<file path="src/rtl/tw4_mul_stage_if.sv">
// Stream and twiddle-ROM bundle for the 4-point FFT twiddle-multiply stage.
// The slave side is the multiply stage. The master side is its environment:
// the upstream butterfly, the twiddle ROM and the downstream butterfly.
interface tw4_mul_stage_if #(
  parameter int IN_W  = 13,
  parameter int OUT_W = 13,
  parameter int TW_W  = 10
);
  logic                    in_valid;
  logic signed [IN_W-1:0]  in_re;
  logic signed [IN_W-1:0]  in_im;
  logic [1:0]              tw_addr;
  logic signed [TW_W-1:0]  tw_re;
  logic signed [TW_W-1:0]  tw_im;
  logic                    out_valid;
  logic signed [OUT_W-1:0] out_re;
  logic signed [OUT_W-1:0] out_im;
  logic                    out_last;

  modport master (
    output in_valid, in_re, in_im, tw_re, tw_im,
    input  tw_addr, out_valid, out_re, out_im, out_last
  );

  modport slave (
    input  in_valid, in_re, in_im, tw_re, tw_im,
    output tw_addr, out_valid, out_re, out_im, out_last
  );
endinterface

</file>
<file path="src/rtl/tw4_mul_stage.sv">
// Twiddle-multiply stage of the 4-point FFT.
// This block drives the twiddle ROM address and multiplies each incoming
// sample by the returned complex twiddle. The twiddle is a Q1.8 value, so
// 256 represents 1.0. Each product is rounded half toward +inf, saturated to
// OUT_W, and delivered two clocks after the sample is accepted.
module tw4_mul_stage #(
  parameter int IN_W  = 13,
  parameter int OUT_W = 13,
  parameter int TW_W  = 10,
  parameter int REP   = 1
) (
  input logic           clk,
  input logic           rstn,
  input logic           clr,
  tw4_mul_stage_if.slave bus
);

  localparam int REP_W  = 4;
  localparam int PROD_W = IN_W + TW_W + 1;
  localparam int RND_W  = PROD_W + 1;
  localparam int SHR_W  = RND_W - 8;
  localparam logic [REP_W-1:0]        REP_LAST = REP_W'(REP - 1);
  localparam logic signed [SHR_W-1:0] SAT_MAX  = SHR_W'((2 ** (OUT_W - 1)) - 1);
  localparam logic signed [SHR_W-1:0] SAT_MIN  = SHR_W'(-(2 ** (OUT_W - 1)));

  logic [1:0]              twAddr_q;
  logic [REP_W-1:0]        repCnt_q;
  logic                    accept;
  logic                    frameEnd;

  logic signed [IN_W-1:0]  aRe_q, aIm_q;
  logic signed [TW_W-1:0]  wRe_q, wIm_q;
  logic                    v1_q, last1_q;

  logic signed [PROD_W-1:0] aReX, aImX, wReX, wImX;
  logic signed [PROD_W-1:0] pRe, pIm;
  logic signed [RND_W-1:0]  rRe, rIm;
  logic signed [SHR_W-1:0]  shRe, shIm;
  logic signed [OUT_W-1:0]  outRe_d, outIm_d;

  logic                    outValid_q, outLast_q;
  logic signed [OUT_W-1:0] outRe_q, outIm_q;

  // Clamp a rounded product into the OUT_W two's-complement range.
  function automatic logic signed [OUT_W-1:0] saturate(input logic signed [SHR_W-1:0] v);
    if (v > SAT_MAX) begin
      saturate = {1'b0, {(OUT_W-1){1'b1}}};
    end else if (v < SAT_MIN) begin
      saturate = {1'b1, {(OUT_W-1){1'b0}}};
    end else begin
      saturate = OUT_W'(v);
    end
  endfunction

  assign accept      = bus.in_valid && !clr;
  assign frameEnd    = (twAddr_q == 2'd3) && (repCnt_q == REP_LAST);
  assign bus.tw_addr = twAddr_q;

  // Frame position: every accepted sample bumps the repeat count, and the address advances once REP samples have shared it.
  always_ff @(posedge clk or negedge rstn) begin
    if (!rstn) begin
      twAddr_q <= 2'd0;
      repCnt_q <= '0;
    end else if (clr) begin
      twAddr_q <= 2'd0;
      repCnt_q <= '0;
    end else if (bus.in_valid) begin
      if (repCnt_q == REP_LAST) begin
        repCnt_q <= '0;
        twAddr_q <= twAddr_q + 2'd1;
      end else begin
        repCnt_q <= repCnt_q + 1'b1;
      end
    end
  end

  // Stage 1: capture the sample together with the twiddle the ROM returns for the current address.
  always_ff @(posedge clk or negedge rstn) begin
    if (!rstn) begin
      aRe_q   <= '0;
      aIm_q   <= '0;
      wRe_q   <= '0;
      wIm_q   <= '0;
      v1_q    <= 1'b0;
      last1_q <= 1'b0;
    end else begin
      v1_q <= accept;
      if (accept) begin
        aRe_q   <= bus.in_re;
        aIm_q   <= bus.in_im;
        wRe_q   <= bus.tw_re;
        wIm_q   <= bus.tw_im;
        last1_q <= frameEnd;
      end
    end
  end

  // Complex multiply at full width, then round half up and saturate.
  always_comb begin
    aReX    = PROD_W'(aRe_q);
    aImX    = PROD_W'(aIm_q);
    wReX    = PROD_W'(wRe_q);
    wImX    = PROD_W'(wIm_q);
    pRe     = aReX * wReX - aImX * wImX;
    pIm     = aReX * wImX + aImX * wReX;
    rRe     = RND_W'(pRe) + RND_W'(128);
    rIm     = RND_W'(pIm) + RND_W'(128);
    shRe    = SHR_W'(rRe >>> 8);
    shIm    = SHR_W'(rIm >>> 8);
    outRe_d = saturate(shRe);
    outIm_d = saturate(shIm);
  end

  // Stage 2: register the result. The data holds its value while no sample is flowing.
  always_ff @(posedge clk or negedge rstn) begin
    if (!rstn) begin
      outValid_q <= 1'b0;
      outRe_q    <= '0;
      outIm_q    <= '0;
      outLast_q  <= 1'b0;
    end else begin
      outValid_q <= v1_q && !clr;
      if (v1_q) begin
        outRe_q   <= outRe_d;
        outIm_q   <= outIm_d;
        outLast_q <= last1_q;
      end
    end
  end

  assign bus.out_valid = outValid_q;
  assign bus.out_re    = outRe_q;
  assign bus.out_im    = outIm_q;
  assign bus.out_last  = outLast_q;

endmodule

</file>
<file path="src/flat_wrapper.sv">
// flat-port wrapper written by rule: the top's interface ports become plain ports
module tw4_mul_stage_flat 
#(
  parameter int IN_W  = 13,
  parameter int OUT_W = 13,
  parameter int TW_W  = 10,
  parameter int REP   = 1
)
  (clk, rstn, clr, bus_in_valid, bus_in_re, bus_in_im, bus_tw_re, bus_tw_im, bus_tw_addr, bus_out_valid, bus_out_re, bus_out_im, bus_out_last);
  tw4_mul_stage_if #(.IN_W(IN_W), .OUT_W(OUT_W), .TW_W(TW_W)) bus_i ();
  input logic clk;
  input logic rstn;
  input logic clr;
  input wire logic [$bits(bus_i.in_valid)-1:0] bus_in_valid;
  input wire logic [$bits(bus_i.in_re)-1:0] bus_in_re;
  input wire logic [$bits(bus_i.in_im)-1:0] bus_in_im;
  input wire logic [$bits(bus_i.tw_re)-1:0] bus_tw_re;
  input wire logic [$bits(bus_i.tw_im)-1:0] bus_tw_im;
  output wire logic [$bits(bus_i.tw_addr)-1:0] bus_tw_addr;
  output wire logic [$bits(bus_i.out_valid)-1:0] bus_out_valid;
  output wire logic [$bits(bus_i.out_re)-1:0] bus_out_re;
  output wire logic [$bits(bus_i.out_im)-1:0] bus_out_im;
  output wire logic [$bits(bus_i.out_last)-1:0] bus_out_last;
  assign bus_i.in_valid = bus_in_valid;
  assign bus_i.in_re = bus_in_re;
  assign bus_i.in_im = bus_in_im;
  assign bus_i.tw_re = bus_tw_re;
  assign bus_i.tw_im = bus_tw_im;
  assign bus_tw_addr = bus_i.tw_addr;
  assign bus_out_valid = bus_i.out_valid;
  assign bus_out_re = bus_i.out_re;
  assign bus_out_im = bus_i.out_im;
  assign bus_out_last = bus_i.out_last;
  tw4_mul_stage #(.IN_W(IN_W), .OUT_W(OUT_W), .TW_W(TW_W), .REP(REP)) u_core (.clk(clk), .rstn(rstn), .clr(clr), .bus(bus_i));
endmodule
</file>
<file path="config.mk">
export PLATFORM = sky130hd
export DESIGN_NAME = tw4_mul_stage_flat
export DESIGN_NICKNAME = d
export VERILOG_FILES = /design/src/rtl/tw4_mul_stage_if.sv /design/src/rtl/tw4_mul_stage.sv /design/src/flat_wrapper.sv
export SDC_FILE = /design/constraint.sdc
export NUM_CORES = 2
export LEC_CHECK = 0
export ABC_CLOCK_PERIOD_IN_PS = 8850
export BUFFER_PORTS_ARGS = -buffer_cell sky130_fd_sc_hd__buf_2
export CAP_MARGIN = 10
export CORE_MARGIN = 10
export CORE_UTILIZATION = 60
export CTS_CLUSTER_DIAMETER = 120
export DETAILED_ROUTE_END_ITERATION = 10
export MAX_ROUTING_LAYER = met4
export PLACE_DENSITY = 0.8
export SLEW_MARGIN = 10
export SYNTH_ARGS = -nofsm -noshare
export SYNTH_HDL_FRONTEND = slang
export SYNTH_SLANG_ARGS = --single-unit
</file>
<file path="constraint.sdc">
create_clock -name clk -period 8.85 [get_ports clk]
set_input_delay 1.77 -clock clk [delete_from_list [all_inputs] [get_ports clk]]
set_output_delay 1.77 -clock clk [all_outputs]
set_load 0.005 [all_outputs]
</file>
=== After elaboration in Yosys (flattened, before gate mapping) ===
Index checks and enable logic that the tools add are counted.

* Bits in registers: 82

* Equal/unequal tests: 1
* Mux-type cells: 10
* Add/subtract/negate cells: 6
* Order comparisons: 4
* Multiply operators: 4
* Reductions and logical operators: 8

{| class="wikitable"
|+ Operators with widths
! kind !! number
|-
| 13-bit by 10-bit multiplier with 23-bit output || 4
|-
| 13-bit two-way mux || 4
|-
| 24-bit by 9-bit adder with 25-bit output, second input constant || 2
|-
| 17-bit by 13-bit greater-than comparator with 1-bit output, second input constant || 2
|-
| 17-bit by 13-bit < comparator with 1-bit output, second input constant || 2
|-
| 23-bit by 23-bit adder with 24-bit output || 1
|-
| 23-bit by 23-bit subtractor with 24-bit output || 1
|-
| 4-bit two-way mux || 3
|-
| 2-bit two-way mux || 3
|-
| 4-bit by 1-bit adder with 4-bit output, second input constant || 1
|-
| 4-bit logical NOT || 1
|-
| 2-bit nonzero test || 2
|-
| 1-bit logical AND || 3
|-
| 2-bit by 1-bit adder with 2-bit output, second input constant || 1
|-
| 2-bit equality test, second input constant || 1
|-
| 2-bit AND reduction || 1
|-
| 1-bit logical NOT || 1
|}

=== Logic depth before layout (Yosys ltp) ===
* Depth in word-level cells: 6
* Depth in mapped cells: 28
* Mapped depth without buffers: 26

=== Worst setup path after synthesis ===
OpenSTA, ideal clock, no wires.

* Path type: reg2reg
* Start point: reg u_core.aIm_q[12]
* End point: reg u_core.outRe_q[8], in the netlist u_core.bus.out_re[8]
* Arrival: 7.058 ns
* Setup slack: 1.666 ns
* Stages on the path, launching flop included: 26
* Path buffers: 3
* Cells stage by stage: dfrtp_1 -> clkbuf_1 -> clkbuf_1 -> nand2_1 -> inv_1 -> fa_1 -> fa_1 -> fa_1 -> inv_1 -> fa_1 -> fa_1 -> fa_1 -> inv_1 -> fa_1 -> inv_1 -> ha_1 -> a21o_1 -> a21o_1 -> a21o_1 -> a211oi_4 -> a21oi_2 -> a221oi_2 -> xnor2_1 -> a32o_1 -> buf_2 -> a221o_1

* Longest elaborated chain between the ends: 6
* Elaborated cells between the ends (all ways): 7
* Those cells by class: add/sub: 2; mul: 1; order compare: 2; mux: 2

{| class="wikitable"
|+ RTL lines
! item !! RTL line !! source
|-
| start, declared || tw4_mul_stage.sv:31 || <nowiki>logic signed [IN_W-1:0] aRe_q, aIm_q;</nowiki>
|-
| start signal, assigned || tw4_mul_stage.sv:90 || <nowiki>aIm_q <= bus.in_im;</nowiki>
|-
| 13-bit by 10-bit multiplier with 23-bit output (*) || tw4_mul_stage.sv:104 || <nowiki>pRe = aReX * wReX - aImX * wImX;</nowiki>
|-
| 23-bit by 23-bit subtractor with 24-bit output (*) || tw4_mul_stage.sv:104 ||
|-
| 24-bit by 9-bit adder with 25-bit output (*) || tw4_mul_stage.sv:106 || <nowiki>rRe = RND_W'(pRe) + RND_W'(128);</nowiki>
|-
| 17-bit by 13-bit < comparator with 1-bit output || tw4_mul_stage.sv:48 || <nowiki>end else if (v < SAT_MIN) begin</nowiki>
|-
| 13-bit two-way mux || tw4_mul_stage.sv:48 ||
|-
| 13-bit two-way mux (*) || tw4_mul_stage.sv:46 || <nowiki>if (v > SAT_MAX) begin</nowiki>
|-
| end signal, assigned || tw4_mul_stage.sv:124 || <nowiki>outRe_q <= outRe_d;</nowiki>
|-
| end, declared || tw4_mul_stage.sv:42 || <nowiki>logic signed [OUT_W-1:0] outRe_q, outIm_q;</nowiki>
|}

Every way passes the cells marked *; elsewhere a longest branch is shown, timed or not.
A chain may end at the register's enable or synchronous reset.

=== Final worst setup path ===
* Start point: reg u_core.wRe_q[2]
* End point: reg u_core.outIm_q[0], in the netlist u_core.bus.out_im[0]

* Longest elaborated chain between the ends: 6
* Elaborated cells between the ends (all ways): 7
* Those cells by class: add/sub: 2; mul: 1; order compare: 2; mux: 2

{| class="wikitable"
|+ RTL lines
! item !! RTL line !! source
|-
| start, declared || tw4_mul_stage.sv:32 || <nowiki>logic signed [TW_W-1:0] wRe_q, wIm_q;</nowiki>
|-
| start signal, assigned || tw4_mul_stage.sv:91 || <nowiki>wRe_q <= bus.tw_re;</nowiki>
|-
| 13-bit by 10-bit multiplier with 23-bit output (*) || tw4_mul_stage.sv:105 || <nowiki>pIm = aReX * wImX + aImX * wReX;</nowiki>
|-
| 23-bit by 23-bit adder with 24-bit output (*) || tw4_mul_stage.sv:105 ||
|-
| 24-bit by 9-bit adder with 25-bit output (*) || tw4_mul_stage.sv:107 || <nowiki>rIm = RND_W'(pIm) + RND_W'(128);</nowiki>
|-
| 17-bit by 13-bit < comparator with 1-bit output || tw4_mul_stage.sv:48 ||
|-
| 13-bit two-way mux || tw4_mul_stage.sv:48 ||
|-
| 13-bit two-way mux (*) || tw4_mul_stage.sv:46 ||
|-
| end signal, assigned || tw4_mul_stage.sv:125 || <nowiki>outIm_q <= outIm_d;</nowiki>
|-
| end, declared || tw4_mul_stage.sv:42 ||
|}

Marks and branches as above.

==> impl_metrics.env <==
export IMPL_status="finished, final reports clean"
export IMPL_clkSlewWorstSetupHoldPaths_ps=60
export IMPL_ant_nets=0
export IMPL_yosys_area_top_type="fa_1"
export IMPL_vias=16063
export IMPL_holdBufCountCts=0
export IMPL_fp_coreArea_mm2=0.0386
export IMPL_hold_path_depth=1
export IMPL_cts_sinks=82
export IMPL_critPathSlowestCell="dfrtp_1"
export IMPL_tns_ps=0
export IMPL_ys_top_cells_by_area="fa_1 (49%), inv_1 (11%), ha_1 (9.1%), dfrtp_1 (8.7%), and2_1 (6.4%)"
export IMPL_cp_top_family="adder cells"
export IMPL_post_route_cells_drive_above_1_share=0.0676
export IMPL_syn_area_per_cell_um2=9.68
export IMPL_tightest_slew_ps=1200
export IMPL_worstSetupStartpointType="flip-flop"
export IMPL_hold_class="reg -> reg"
export IMPL_first_pass_iters=6
export IMPL_port_buffers=79
export IMPL_period_share=0.915
export IMPL_placed_cells=2929
export IMPL_cts_buffers_inserted=9
export IMPL_hpwl_um=41600
export IMPL_crit_chain="nand2_1, fa_1, inv_1, fa_1, inv_1, fa_1, inv_1, fa_1, inv_1, fa_1, inv_1, fa_1, inv_1, fa_1, inv_1, ha_1, a21o_1, a21o_1, a21o_1, or3_1, a21o_1, o211a_1, a31oi_1, a221o_1"
export IMPL_grt_setup_unrepaired="false"
export IMPL_arrival_ps=8410
export IMPL_wl_per_cell_um=17.8
export IMPL_h_tree_depth=3
export IMPL_holdPathEnd="u_core.bus.out_im[11]$_DFFE_PN0P_"
export IMPL_antenna_found_initial=0
export IMPL_nets=3216
export IMPL_async_reset_ff_frac=1.00
export IMPL_synth_warnings=0
export IMPL_crit_type="reg -> reg"
export IMPL_synthCells=2426
export IMPL_r2r_slack_ps=760
export IMPL_gp_congestion=0.878
export IMPL_reg2reg_from="u_core.wRe_q[2]$_DFFE_PN0P_"
export IMPL_setup_viol=0
export IMPL_min_period_ps=8090
export IMPL_r2r_end="u_core.bus.out_im[0]$_DFFE_PN0P_"
export IMPL_synth_flop_cell="dfrtp_1"
export IMPL_die_area_mm2=0.0475
export IMPL_grt_pass1_vias=18498
export IMPL_reg2reg_depth=24
export IMPL_num_antenna_cells=0
export IMPL_fp_row_count=72
export IMPL_die_w_um=218
export IMPL_cp_end_kind="flip-flop"
export IMPL_multiInputGateArea_mm2=0.0185
export IMPL_synth_top_cell_area_share=0.489
export IMPL_drtIter0Drc=1078
export IMPL_fillers=2970
export IMPL_path_buf_inv=7
export IMPL_grt_pass1_wl_um=90300
export IMPL_cts_buffer_depth=2
export IMPL_cp_required_ps=9170
export IMPL_grt_max_degree=61
export IMPL_die_y_um=218
export IMPL_final_max_slew_viol_count=0
export IMPL_overflow=0
export IMPL_drc_errors=0
export IMPL_final_seq_area_mm2=0.00205
export IMPL_cts_setup_buffers=0
export IMPL_yosysSeqAreaShare=0.0874
export IMPL_pin_count=80
export IMPL_synth_net_count=3220
export IMPL_synth_seq_cells=82
export IMPL_grt_use_total=0.245
export IMPL_final_cells=2944
export IMPL_synth_cell_types=55
export IMPL_clockRootBuffer="clkbuf_16"
export IMPL_start_util=0.608
export IMPL_synth_area_mm2=0.0235
export IMPL_relSlewSlack=0.200
export IMPL_min_from="u_core.bus.out_im[11]$_DFFE_PN0P_"
export IMPL_avgViaCountPerCell=5.46
export IMPL_drv_cap=0
export IMPL_clock_latency_ps=390
export IMPL_finalHoldViolCount=0
export IMPL_layout_commonest_cell="inv_1"
export IMPL_syn2layout_area_growth_pct=4.51
export IMPL_crit_fanout=27
export IMPL_cts_tree="yes"
export IMPL_wl_um=52400
export IMPL_fmax_mhz=124
export IMPL_crit_path_max_incr_delay_ps=1050
export IMPL_finClkSkew_ps=14.2
export IMPL_mostFrequentLayoutCells="inv_1 (664), fa_1 (574), nand2_1 (248)"
export IMPL_synth_edf_count=0
export IMPL_post_cts_resized=0
==> cell families after synthesis <==
logic type,after synthesis,share of synthesized area
AO/OA/AOI/OAI,108,0.0355
multiplexers,47,0.0224
buffers and inverters,777,0.124
flip-flops,82,0.0874
AND/OR/NAND/NOR,617,0.130
adder cells (fa/ha/maj),744,0.580
XOR/XNOR,51,0.0202
==> cell usage after synthesis, types with 13 or more instances <==
master    instances
a21o_1           21
a21oi_1          18
a221o_1          22
and2_1          239
clkbuf_1        105
dfrtp_1          82
fa_1            574
ha_1            170
inv_1           664
mux2_2           45
nand2_1         248
nand2b_1         21
nor2_1           66
o21ai_0          13
xnor2_1          36
xor2_1           13
==> worst register-to-register path: cells and delay by family (launching register included) <==
family	cells	cell delay, ps
adder cells (fa/ha/maj)	8	3930
buffers and inverters	7	520
AND/OR/NAND/NOR	2	590
flip-flops	1	1050
AO/OA/AOI/OAI	7	1930
==> worst max path at each step <==
| stage | from | end | slack (ps) | depth (start not counted) |
|---|---|---|---|---|
| 2_1_floorplan | u_core.aIm_q[12]$_DFFE_PN0P_ | u_core.bus.out_re[8]$_DFFE_PN0P_ | 1670 | 25 |
| 3_3_place_gp | u_core.wRe_q[2]$_DFFE_PN0P_ | u_core.bus.out_im[2]$_DFFE_PN0P_ | 1150 | 24 |
| 3_5_place_dp | u_core.aIm_q[12]$_DFFE_PN0P_ | u_core.bus.out_im[8]$_DFFE_PN0P_ | 850 | 24 |
| 4_1_cts | u_core.aIm_q[12]$_DFFE_PN0P_ | u_core.bus.out_im[0]$_DFFE_PN0P_ | 810 | 24 |
| 5_1_grt | u_core.aIm_q[12]$_DFFE_PN0P_ | u_core.bus.out_re[4]$_DFFE_PN0P_ | 300 | 21 |
| 6_report | u_core.wRe_q[2]$_DFFE_PN0P_ | u_core.bus.out_im[0]$_DFFE_PN0P_ | 760 | 24 |
==> sequential cells by signal, summed over array words and instances, names as in the netlist <==
register and cells:
u_core.wIm_q 10, u_core.aIm_q 13, u_core.bus.out_im 13, u_core.aRe_q 13
u_core.v1_q 1, u_core.bus.tw_addr 2, u_core.bus.out_last 1, u_core.wRe_q 10
u_core.repCnt_q 4, u_core.bus.out_valid 1, u_core.bus.out_re 13, u_core.last1_q 1
==> metrics by stage <==
stage | util | setup WS (ps) | hold WS [ps] | area [um^2]
floorplan | - | 1670 | 478 | 23500
global placement | 0.627 | 1150 | 486 | 24200
detailed placement | 0.627 | 851 | 480 | 24200
CTS | 0.635 | 806 | 499 | 24500
global route | 0.635 | 305 | 524 | 24500
finish | 0.635 | 756 | 493 | 24500
==> per-layer routing <==
| layer | global-route usage | part of all wire | vias up |
|---|---|---|---|
| li1 | - | - | 6982 |
| met1 | 0.293 | 0.39 | 8414 |
| met2 | 0.415 | 0.51 | 575 |
| met3 | 0.0449 | 0.069 | 92 |
| met4 | 0.0787 | 0.029 | 0 |
| met5 | - | 0 | - |
==> area by class of cell <==
| type | count | share of cell area |
|---|---|---|
| Clock buffer | 10 | 0.00973 |
| Clock inverter | 5 | 0.00255 |
| Inverter | 667 | 0.102 |
| Multi-Input combinational cell | 1567 | 0.755 |
| Sequential cell | 82 | 0.0836 |
| Tap cell | 518 | 0.0264 |
| Timing Repair Buffer | 95 | 0.0211 |
Power is left out: the tool's default activity adds up to more than one toggle a clock period on the data nets, which glitch-free logic cannot reach.
